File: config.mk
export PLATFORM = sky130hd
export DESIGN_NAME = ctrl_decode_pipe
export DESIGN_NICKNAME = d
export VERILOG_FILES = /design/src/rtl/ctrl_decode_pipe.sv
export SDC_FILE = /design/constraint.sdc
export NUM_CORES = 1
export LEC_CHECK = 0
export CAP_MARGIN = 20
export CORE_MARGIN = 8
export CORE_UTILIZATION = 27
export DETAILED_ROUTE_END_ITERATION = 12
export PLACE_DENSITY_LB_ADDON = 0.2
export SLEW_MARGIN = 20
export SYNTH_ARGS = -nofsm -noshare
export SYNTH_HDL_FRONTEND = slang
export SYNTH_SLANG_ARGS = --single-unit
File: constraint.sdc
create_clock -name clk -period 2.2 [get_ports clk]
set_input_delay 0.44 -clock clk [delete_from_list [all_inputs] [get_ports clk]]
set_output_delay 0.44 -clock clk [all_outputs]
set_load 0.01 [all_outputs]
File: src/rtl/ctrl_decode_pipe.sv
// Pipelined MIPS control decode: decodes opCode/funct into the ID/EX control word,
// sequences multi-cycle mul with busy back-pressure. Optional trap counter: ILLEGAL_TRAP_EN.
module ctrl_decode_pipe #(
  parameter int unsigned ALUOP_W    = 4,
  parameter int unsigned MUL_CYCLES = 3,
  parameter int unsigned CNT_W      = 8
) (
  input  logic               clk,
  input  logic               rst,
  input  logic               valid_in,
  input  logic [5:0]         opCode,
  input  logic [5:0]         funct,
  input  logic               stall,
  input  logic               flush,
  output logic               busy,
  output logic               valid_out,
  output logic               RegDst,
  output logic               Branch,
  output logic               MemReadEn,
  output logic               MemtoReg,
  output logic               MemWriteEn,
  output logic               RegWriteEn,
  output logic               ALUSrc,
  output logic               bne,
  output logic               jump,
  output logic               jal,
  output logic               jr,
  output logic [ALUOP_W-1:0] ALUOp
`ifdef ILLEGAL_TRAP_EN
  ,
  output logic               illegal,
  output logic [CNT_W-1:0]   illegal_cnt
`endif
);

  typedef struct packed {
    logic               regdst;
    logic               branch;
    logic               memrd;
    logic               memtoreg;
    logic               memwr;
    logic               regwr;
    logic               alusrc;
    logic               bne;
    logic               jump;
    logic               jal;
    logic               jr;
    logic [ALUOP_W-1:0] aluop;
  } ctrl_t;

  typedef enum logic [0:0] {StIdle, StMul} state_e;

  state_e           state_q;
  logic [CNT_W-1:0] cnt_q;
  ctrl_t            ctrl_q;
  logic             valid_q;

  ctrl_t dec;
  ctrl_t mul_word;
  logic  is_mul;
  logic  legal;

  always_comb begin
    dec    = '0;
    legal  = 1'b1;
    is_mul = 1'b0;
    unique case (opCode)
      6'h00: begin
        if (funct == 6'h08) begin
          dec.jump = 1'b1;
          dec.jr   = 1'b1;
        end else begin
          dec.regdst = 1'b1;
          dec.regwr  = 1'b1;
          case (funct)
            6'h20:   dec.aluop = ALUOP_W'(0);
            6'h22:   dec.aluop = ALUOP_W'(1);
            6'h24:   dec.aluop = ALUOP_W'(2);
            6'h25:   dec.aluop = ALUOP_W'(3);
            6'h2a:   dec.aluop = ALUOP_W'(4);
            6'h26:   dec.aluop = ALUOP_W'(5);
            6'h27:   dec.aluop = ALUOP_W'(6);
            6'h00:   dec.aluop = ALUOP_W'(7);
            6'h02:   dec.aluop = ALUOP_W'(8);
            default: begin
              dec   = '0;
              legal = 1'b0;
            end
          endcase
        end
      end
      6'h08: begin dec.alusrc = 1'b1; dec.regwr = 1'b1; dec.aluop = ALUOP_W'(0); end
      6'h0c: begin dec.alusrc = 1'b1; dec.regwr = 1'b1; dec.aluop = ALUOP_W'(2); end
      6'h0d: begin dec.alusrc = 1'b1; dec.regwr = 1'b1; dec.aluop = ALUOP_W'(3); end
      6'h0e: begin dec.alusrc = 1'b1; dec.regwr = 1'b1; dec.aluop = ALUOP_W'(5); end
      6'h0a: begin dec.alusrc = 1'b1; dec.regwr = 1'b1; dec.aluop = ALUOP_W'(4); end
      6'h23: begin
        dec.alusrc   = 1'b1;
        dec.memrd    = 1'b1;
        dec.memtoreg = 1'b1;
        dec.regwr    = 1'b1;
      end
      6'h2b: begin dec.alusrc = 1'b1; dec.memwr = 1'b1; end
      6'h04: begin dec.branch = 1'b1; dec.aluop = ALUOP_W'(1); end
      6'h05: begin dec.branch = 1'b1; dec.bne = 1'b1; dec.aluop = ALUOP_W'(1); end
      6'h02: begin dec.jump = 1'b1; dec.alusrc = 1'b1; end
      6'h03: begin dec.jump = 1'b1; dec.jal = 1'b1; dec.regwr = 1'b1; end
      6'h1c: begin
        // mul never loads through dec; the issued word comes from mul_word
        if (funct == 6'h02) is_mul = 1'b1;
        else                legal  = 1'b0;
      end
      default: legal = 1'b0;
    endcase
  end

  always_comb begin
    mul_word        = '0;
    mul_word.regdst = 1'b1;
    mul_word.regwr  = 1'b1;
    mul_word.aluop  = ALUOP_W'(9);
  end

  // Issue-cycle mul is not busy so IF/ID advances on the same edge the mul issues.
  assign busy = ((state_q == StIdle) && valid_in && is_mul && !flush) ||
                ((state_q == StMul) && (cnt_q != '0));

  always_ff @(posedge clk or negedge rst) begin
    if (!rst) begin
      state_q <= StIdle;
      cnt_q   <= '0;
      ctrl_q  <= '0;
      valid_q <= 1'b0;
    end else if (flush) begin
      state_q <= StIdle;
      cnt_q   <= '0;
      ctrl_q  <= '0;
      valid_q <= 1'b0;
    end else if (!stall) begin
      unique case (state_q)
        StIdle: begin
          if (valid_in && is_mul) begin
            ctrl_q  <= '0;
            valid_q <= 1'b0;
            cnt_q   <= CNT_W'(MUL_CYCLES - 1);
            state_q <= StMul;
          end else begin
            ctrl_q  <= valid_in ? dec : '0;
            valid_q <= valid_in & legal;
          end
        end
        StMul: begin
          if (cnt_q != '0) begin
            ctrl_q  <= '0;
            valid_q <= 1'b0;
            cnt_q   <= cnt_q - CNT_W'(1);
          end else begin
            ctrl_q  <= mul_word;
            valid_q <= 1'b1;
            state_q <= StIdle;
          end
        end
      endcase
    end
  end

  assign valid_out  = valid_q;
  assign RegDst     = ctrl_q.regdst;
  assign Branch     = ctrl_q.branch;
  assign MemReadEn  = ctrl_q.memrd;
  assign MemtoReg   = ctrl_q.memtoreg;
  assign MemWriteEn = ctrl_q.memwr;
  assign RegWriteEn = ctrl_q.regwr;
  assign ALUSrc     = ctrl_q.alusrc;
  assign bne        = ctrl_q.bne;
  assign jump       = ctrl_q.jump;
  assign jal        = ctrl_q.jal;
  assign jr         = ctrl_q.jr;
  assign ALUOp      = ctrl_q.aluop;

`ifdef ILLEGAL_TRAP_EN
  logic             illegal_q;
  logic [CNT_W-1:0] illegal_cnt_q;
  logic             illegal_hit;

  assign illegal_hit = (state_q == StIdle) && valid_in && !legal;

  always_ff @(posedge clk or negedge rst) begin
    if (!rst) begin
      illegal_q     <= 1'b0;
      illegal_cnt_q <= '0;
    end else if (flush) begin
      illegal_q <= 1'b0;
    end else if (!stall) begin
      illegal_q <= illegal_hit;
      if (illegal_hit && (illegal_cnt_q != '1)) illegal_cnt_q <= illegal_cnt_q + CNT_W'(1);
    end
  end

  assign illegal     = illegal_q;
  assign illegal_cnt = illegal_cnt_q;
`endif

endmodule

Yosys cells after proc, flatten, opt, wreduce, memory -nomap -nowiden

Index checks and enable logic that the tools add are counted.

Logic and storage cells: 103
Output and inout port bits: 17
Bits in registers: 25

Bitwise operators: 2
Add/sub/neg operators: 1
Reduce and logical (&&, ||, !) cells: 17
Mux-type cells: 44
Equality and inequality tests: 24

Operators by type and width:

| kind                                                                     | count |
|---|---|
| 15-bit two-way mux                                                       | 5 |
| 6-bit equality test (second input constant)                              | 9 |
| 8-bit two-way mux                                                        | 5 |
| 6-bit by 4-bit equality test with 1-bit output (second input constant)   | 6 |
| 4-bit one-hot mux with 8 select lines                                    | 1 |
| 15-bit one-hot mux with 2 select lines                                   | 1 |
| 4-bit one-hot mux with 6 select lines                                    | 1 |
| 6-bit by 2-bit equality test with 1-bit output (second input constant)   | 3 |
| 1-bit one-hot mux with 2 select lines                                    | 9 |
| 1-bit two-way mux                                                        | 17 |
| 8-bit one-hot mux with 2 select lines                                    | 1 |
| 6-bit by 3-bit equality test with 1-bit output (second input constant)   | 2 |
| 6-bit logical NOT                                                        | 2 |
| 11-bit two-way mux                                                       | 1 |
| 11-bit OR reduction                                                      | 1 |
| 9-bit OR reduction                                                       | 1 |
| 8-bit nonzero test                                                       | 1 |
| 8-bit OR reduction                                                       | 1 |
| 8-bit by 1-bit subtractor with 8-bit output (second input constant)      | 1 |
| 7-bit OR reduction                                                       | 1 |
| 6-bit by 5-bit equality test with 1-bit output (second input constant)   | 1 |
| 3-bit by 2-bit inequality test with 1-bit output (second input constant) | 2 |
| 1-bit logical AND                                                        | 5 |
| 4-bit two-way mux                                                        | 1 |
| 9 further kinds                                                          | 10 |

Depth between registers and ports, before layout

Depth after elaboration: 10
Gate-level depth with buffers: 8

Worst setup path before layout

No wires, ideal clock.

Kind: reg-to-reg
Start point: reg cnt_q[3]
End point: reg cnt_q[6]
Stages on the path, launching flop included: 8
Arrival time: 1.861 ns
Data required time: 2.126 ns
Path slack: 0.265 ns
Period minus slack after synthesis: 1.935 ns
Library setup time: 0.074 ns
Path through: dfrtp_1 > buf_6 > or4_4 > o41ai_4 > a21oi_2 > buf_6 > a21bo_1 > a21oi_2

Longest elaborated chain between the ends: 5
Elaborated cells on any way between the ends: 8
Classes of those cells: add/sub (1); eq/ne (1); mux (4); reduce/logical (2)

Ends and longest elaborated chain:

| element                                     | RTL line | RTL |
|---|---|---|
| start, declared                             | 54       | `logic [CNT_W-1:0] cnt_q;` |
| start signal, assigned                      | 145      | `cnt_q <= CNT_W'(MUL_CYCLES - 1);` |
| start signal, assigned                      | 156      | `cnt_q <= cnt_q - CNT_W'(1);` |
| 8-bit by 1-bit subtractor with 8-bit output | 156      |  |
| 8-bit two-way mux                           | 153      | `if (cnt_q != '0) begin` |
| 8-bit one-hot mux with 2 select lines       | 140      | `unique case (state_q)` |
| 8-bit two-way mux                           | 139      | `end else if (!stall) begin` |
| 8-bit two-way mux                           | 134      | `end else if (flush) begin` |

Several ways; a longest one is shown, not always the timed one. The select of a mux whose other input is x is not followed.
A chain may end at the register's enable or synchronous reset.

Worst setup path in the final report

Start point: reg cnt_q[6]
End point: out busy

Longest elaborated chain between the ends: 3

Ends and longest elaborated chain:

| element            | RTL line | RTL |
|---|---|---|
| 8-bit nonzero test | 126      | `((state_q == StMul) && (cnt_q != '0));` |
| 1-bit logical AND  | 126      |  |
| 1-bit logical OR   | 125      | `assign busy = ((state_q == StIdle) && valid_in && is_mul && !flush) \|\|` |
| end, declared      | 15       | `output logic busy,` |

No other way between the ends.

==> results <==
- The data arrival time at the worst-slack endpoint is between 1.5 and 2 ns.
- After global routing, the most crowded layer is met2.
- The register cell area after layout is 601 um^2.
- The routed wire length is ~4.7 mm.
- The final hold violation count came to 0.
- Entering global routing, the biggest net connects 25 pins.
- The met3 demand-to-capacity share in global routing is about 1.2%.
- The total global routing track utilization is 10.9%.
- The total inserted antenna cells is 0.
- The worst clock skew is 0.00377 ns.
- Setup violations remaining at the end of the flow were counted as 1.
- Setup repair after global routing could not meet its margin everywhere.
- The layout filler cell count is about 600.
- The core region is 0.00585 mm^2.
- The run finished, with violations left.
- The wire length of the first global-routing pass is 7.75 mm.
- The worst setup path is captured at an output port.
- The share of synthesized registers carrying an async set or reset is 100%.
- The checks that failed: setup timing.
- In this design, the stage delay of the slowest critical-path cell is 0.56 ns.
- At the end of the flow the core is filled with cells to roughly 40%.
- Row generation in the floorplan step produced 28 rows.
- The startpoint type of the worst setup path is a flip-flop.
- No sink is reached through more buffers than the 2 on the longest clock path.
- Traced cell by cell, the critical path runs through or4_4 > o41ai_4 > o31ai_2 > buf_2.
- Along the worst path, the maximum fanout reaches 2.
- After technology mapping, the gate count stands at between 150 and 200.
- The required time at the endpoint of the critical path is between 1.5 and 2 ns.
- Together, buffers and inverters on the worst path number 1.
- The synthesized netlist occupies a cell area of roughly 0.0016 mm^2.
- The final global-route overflow total is 0.
- Detailed routing inserted a total of 1609 vias.
- The final max-slew violation count came to 0.
- Yosys printed 0 warnings.
- Clock tree synthesis selected as its root buffer the cell sky130_fd_sc_hd__clkbuf_8.
- After detailed routing, the number of remaining DRC violations is 0.
- The die covers 0.00874 mm^2.
- At the placement stage, the worst setup path has a slack of -0.673 ns.
- For this run, the top clock speed supported by timing is 449 MHz.
- The clock reaches the later pin of the worst-skew pair after 0.27 ns.
- The initial standard-cell utilization of the core is between 20 and 30%.
- Measured against its own limit, the worst slew margin works out to a little under a third.
- The number of enable flip-flop cells after synthesis is 0.
- Using the TritonRoute via totals, the vias-per-cell ratio works out to between 4 and 5.
- In the final design database the tool counted 271 nets.
- The number of clock buffers inserted by TritonCTS is 3.
- The cell total after placement is 322.
- The highest ir drop seen on vdd is 0.212 mV.
- The global-route track usage on met1 is roughly 15%.
- The critical path is of the reg2out type.
- After clock tree synthesis, the clock-pin slew on the worst setup and hold paths is 0.09 ns.
- In this run the post-CTS setup repair buffer count came out at 0.
- The multi-input gate area in the final layout is 957 um^2.
- The ratio of final minimum period to clock period is 101%.
- Cells with a size suffix above 1 make up 22.7% of the layout.
- The placed wire-length estimate after detailed placement is 3.58 mm.
- The count of TritonRoute iterations in the first routing pass is 4.
- The analysis attributes to cell leakage a power of roughly 1.0 nW.
- The power density over cell area is 386 mW/mm^2.
- The area growth from synthesis to final layout is 45.0%.
- The count of state elements after synthesis is 24.
- The net count after synthesis is approximately 210.
- The filler-free cell count of the finished design is around 330.
- The number of global-route vias before repair is 1601.
- Of the synthesized area, sequential elements account for 37.1%.
- The actual slew at the worst max-slew pin is 1.04 ns.
- Hold timing on the final database bottoms out at a slack of 0.499 ns.
- After synthesis, the netlist uses 51 different library cells.
- On the critical path the largest part of the delay comes from simple AND/OR/NAND/NOR gates.
- The worst hold path belongs to the class reg2reg.
- In the final routed layout, each cell accounts on average for 14.3 um.
- The tree built by TritonCTS fans out to 24 sinks.
- In this run the remaining antenna-violating nets after routing total 0.
- The congestion estimate from routability-driven global placement came to 0.781.
- The initial antenna violation count is 0.
- The synthesized area per cell is 8.66 um^2.
- The most frequently used flop master after synthesis is sky130_fd_sc_hd__dfrtp_1.
- In this run the number of H-tree levels came out at 1.
- The vertical extent of the die is 93.5 um.
- The CTS tree is done.
- Setup total negative slack on the finished layout was measured at -0.0276 ns.
- The max-capacitance violation count is 0.
- The slack of the worst reg-to-reg path is 0.10 ns.
- During placement, the flow inserted port buffers numbering 33.
- The violation count after the first detailed-route iteration is 156.
- The width of the die is approximately 93 um.
- In the global route stage, met2 resource usage came out at 16.4%.
- The routed design could run at a clock period as short as 2.23 ns.
- For this design the top-level I/O count stands at 34.
- Across all setup checks in the final design, the least slack found is -0.0276 ns.
- The slowest cell on the critical path is sky130_fd_sc_hd__or4_4.
-- placed cells by master, fill, tap and decap left out, drive strengths merged, types with 3 or more instances in the layout --
master,instances
buf,42
clkdlybuf4s50,25
dfrtp,24
nand2,15
nor2,13
a21oi,12
nand3,9
o21ai,8
nor2b,7
nand2b,7
nor3,7
dlygate4sd2,7
nand4,5
inv,4
o211ai,4
clkbuf,4
nand3b,3
a21boi,3
a31oi,3
o21a,3
o22ai,3
a22o,3
nor4,3
-- per-stage QoR --
step	power (mW)	cell area, um^2
5_1_grt	0.955	2350
3_3_place_gp	0.607	2280
2_1_floorplan	0.516	1620
4_1_cts	0.917	2330
3_5_place_dp	0.607	2280
6_report	0.907	2350
-- report_power, final --
| part | total, mW | internal [mW] | switching (mW) |
|---|---|---|---|
| combinational | 0.152 | 0.0742 | 0.0780 |
| sequential | 0.443 | 0.442 | 0.000910 |
| clock | 0.312 | 0.160 | 0.152 |
-- cell usage after synthesis (all sizes together), types with 5 or more instances --
cell type	n	area, um^2
clkbuf	11	41.3
nand3	9	45.0
nor2b	7	43.8
nand2	15	56.3
o21ai	8	40.0
nor3	7	35.0
nand4	5	31.3
dfrtp	24	601
nand2b	7	43.8
nor2	13	48.8
a21oi	12	67.6
-- cells by family after synthesis --
family	count (synthesis)	share of synthesized area (%)
and+or+nand+nor	86	29.9
AOI/OAI and AO/OA	52	23.3
DFF	24	37.1
buffers and inverters	18	5.33
xor gates and xnor gates	3	1.62
muxes	2	1.24
adders and majority gates	2	1.54
-- cell type report --
cell class / instances / area share (%)
Clock buffer: 4 / 2.34
Inverter: 4 / 0.639
Multi-Input combinational cell: 145 / 40.7
Sequential cell: 24 / 25.6
Tap cell: 75 / 3.99
Timing Repair Buffer: 74 / 26.7
-- final timing paths --
kind	from	endpoint	cells after the start
min in group asynchronous	rst	cnt_q[6]	2
worst min register to register	jump	jump	2
worst max-delay path	cnt_q[6]	busy	4
worst min-delay path	jump	jump	2
max in group asynchronous	rst	jal	2
worst max register to register	cnt_q[6]	cnt_q[1]	7
-- timing repair --
| action | 4_1_cts | 5_1_grt |
|---|---|---|
| pin swaps | 4 | 0 |
| setup endpoints to repair | 2 | 5 |
| hold buffers | 0 | 0 |
| gates resized for setup | 13 | 4 |
-- flip-flops by register name, summed over array words and instances (netlist names) --
| signal | flops |
|---|---|
| valid_out | 1 |
| MemReadEn | 1 |
| RegWriteEn | 1 |
| ALUOp | 4 |
| jr | 1 |
| state_q | 1 |
| RegDst | 1 |
| Branch | 1 |
| MemWriteEn | 1 |
| ALUSrc | 1 |
| jal | 1 |
| cnt_q | 8 |
| bne | 1 |
| jump | 1 |
-- metal layers --
layer,routed length (um),share of wire (%)
met2,1990,43
met5,0,0
met3,141,3.0
met1,2450,53
met4,76,1.6
-- tightest hold or removal path: stages (launching register included) --
cell,delay [ns]
sky130_fd_sc_hd__dfrtp_1,0.36
sky130_fd_sc_hd__nand2_1,0.05
sky130_fd_sc_hd__o21ai_0,0.06
No activity file was read; power rests on OpenSTA's default activity.
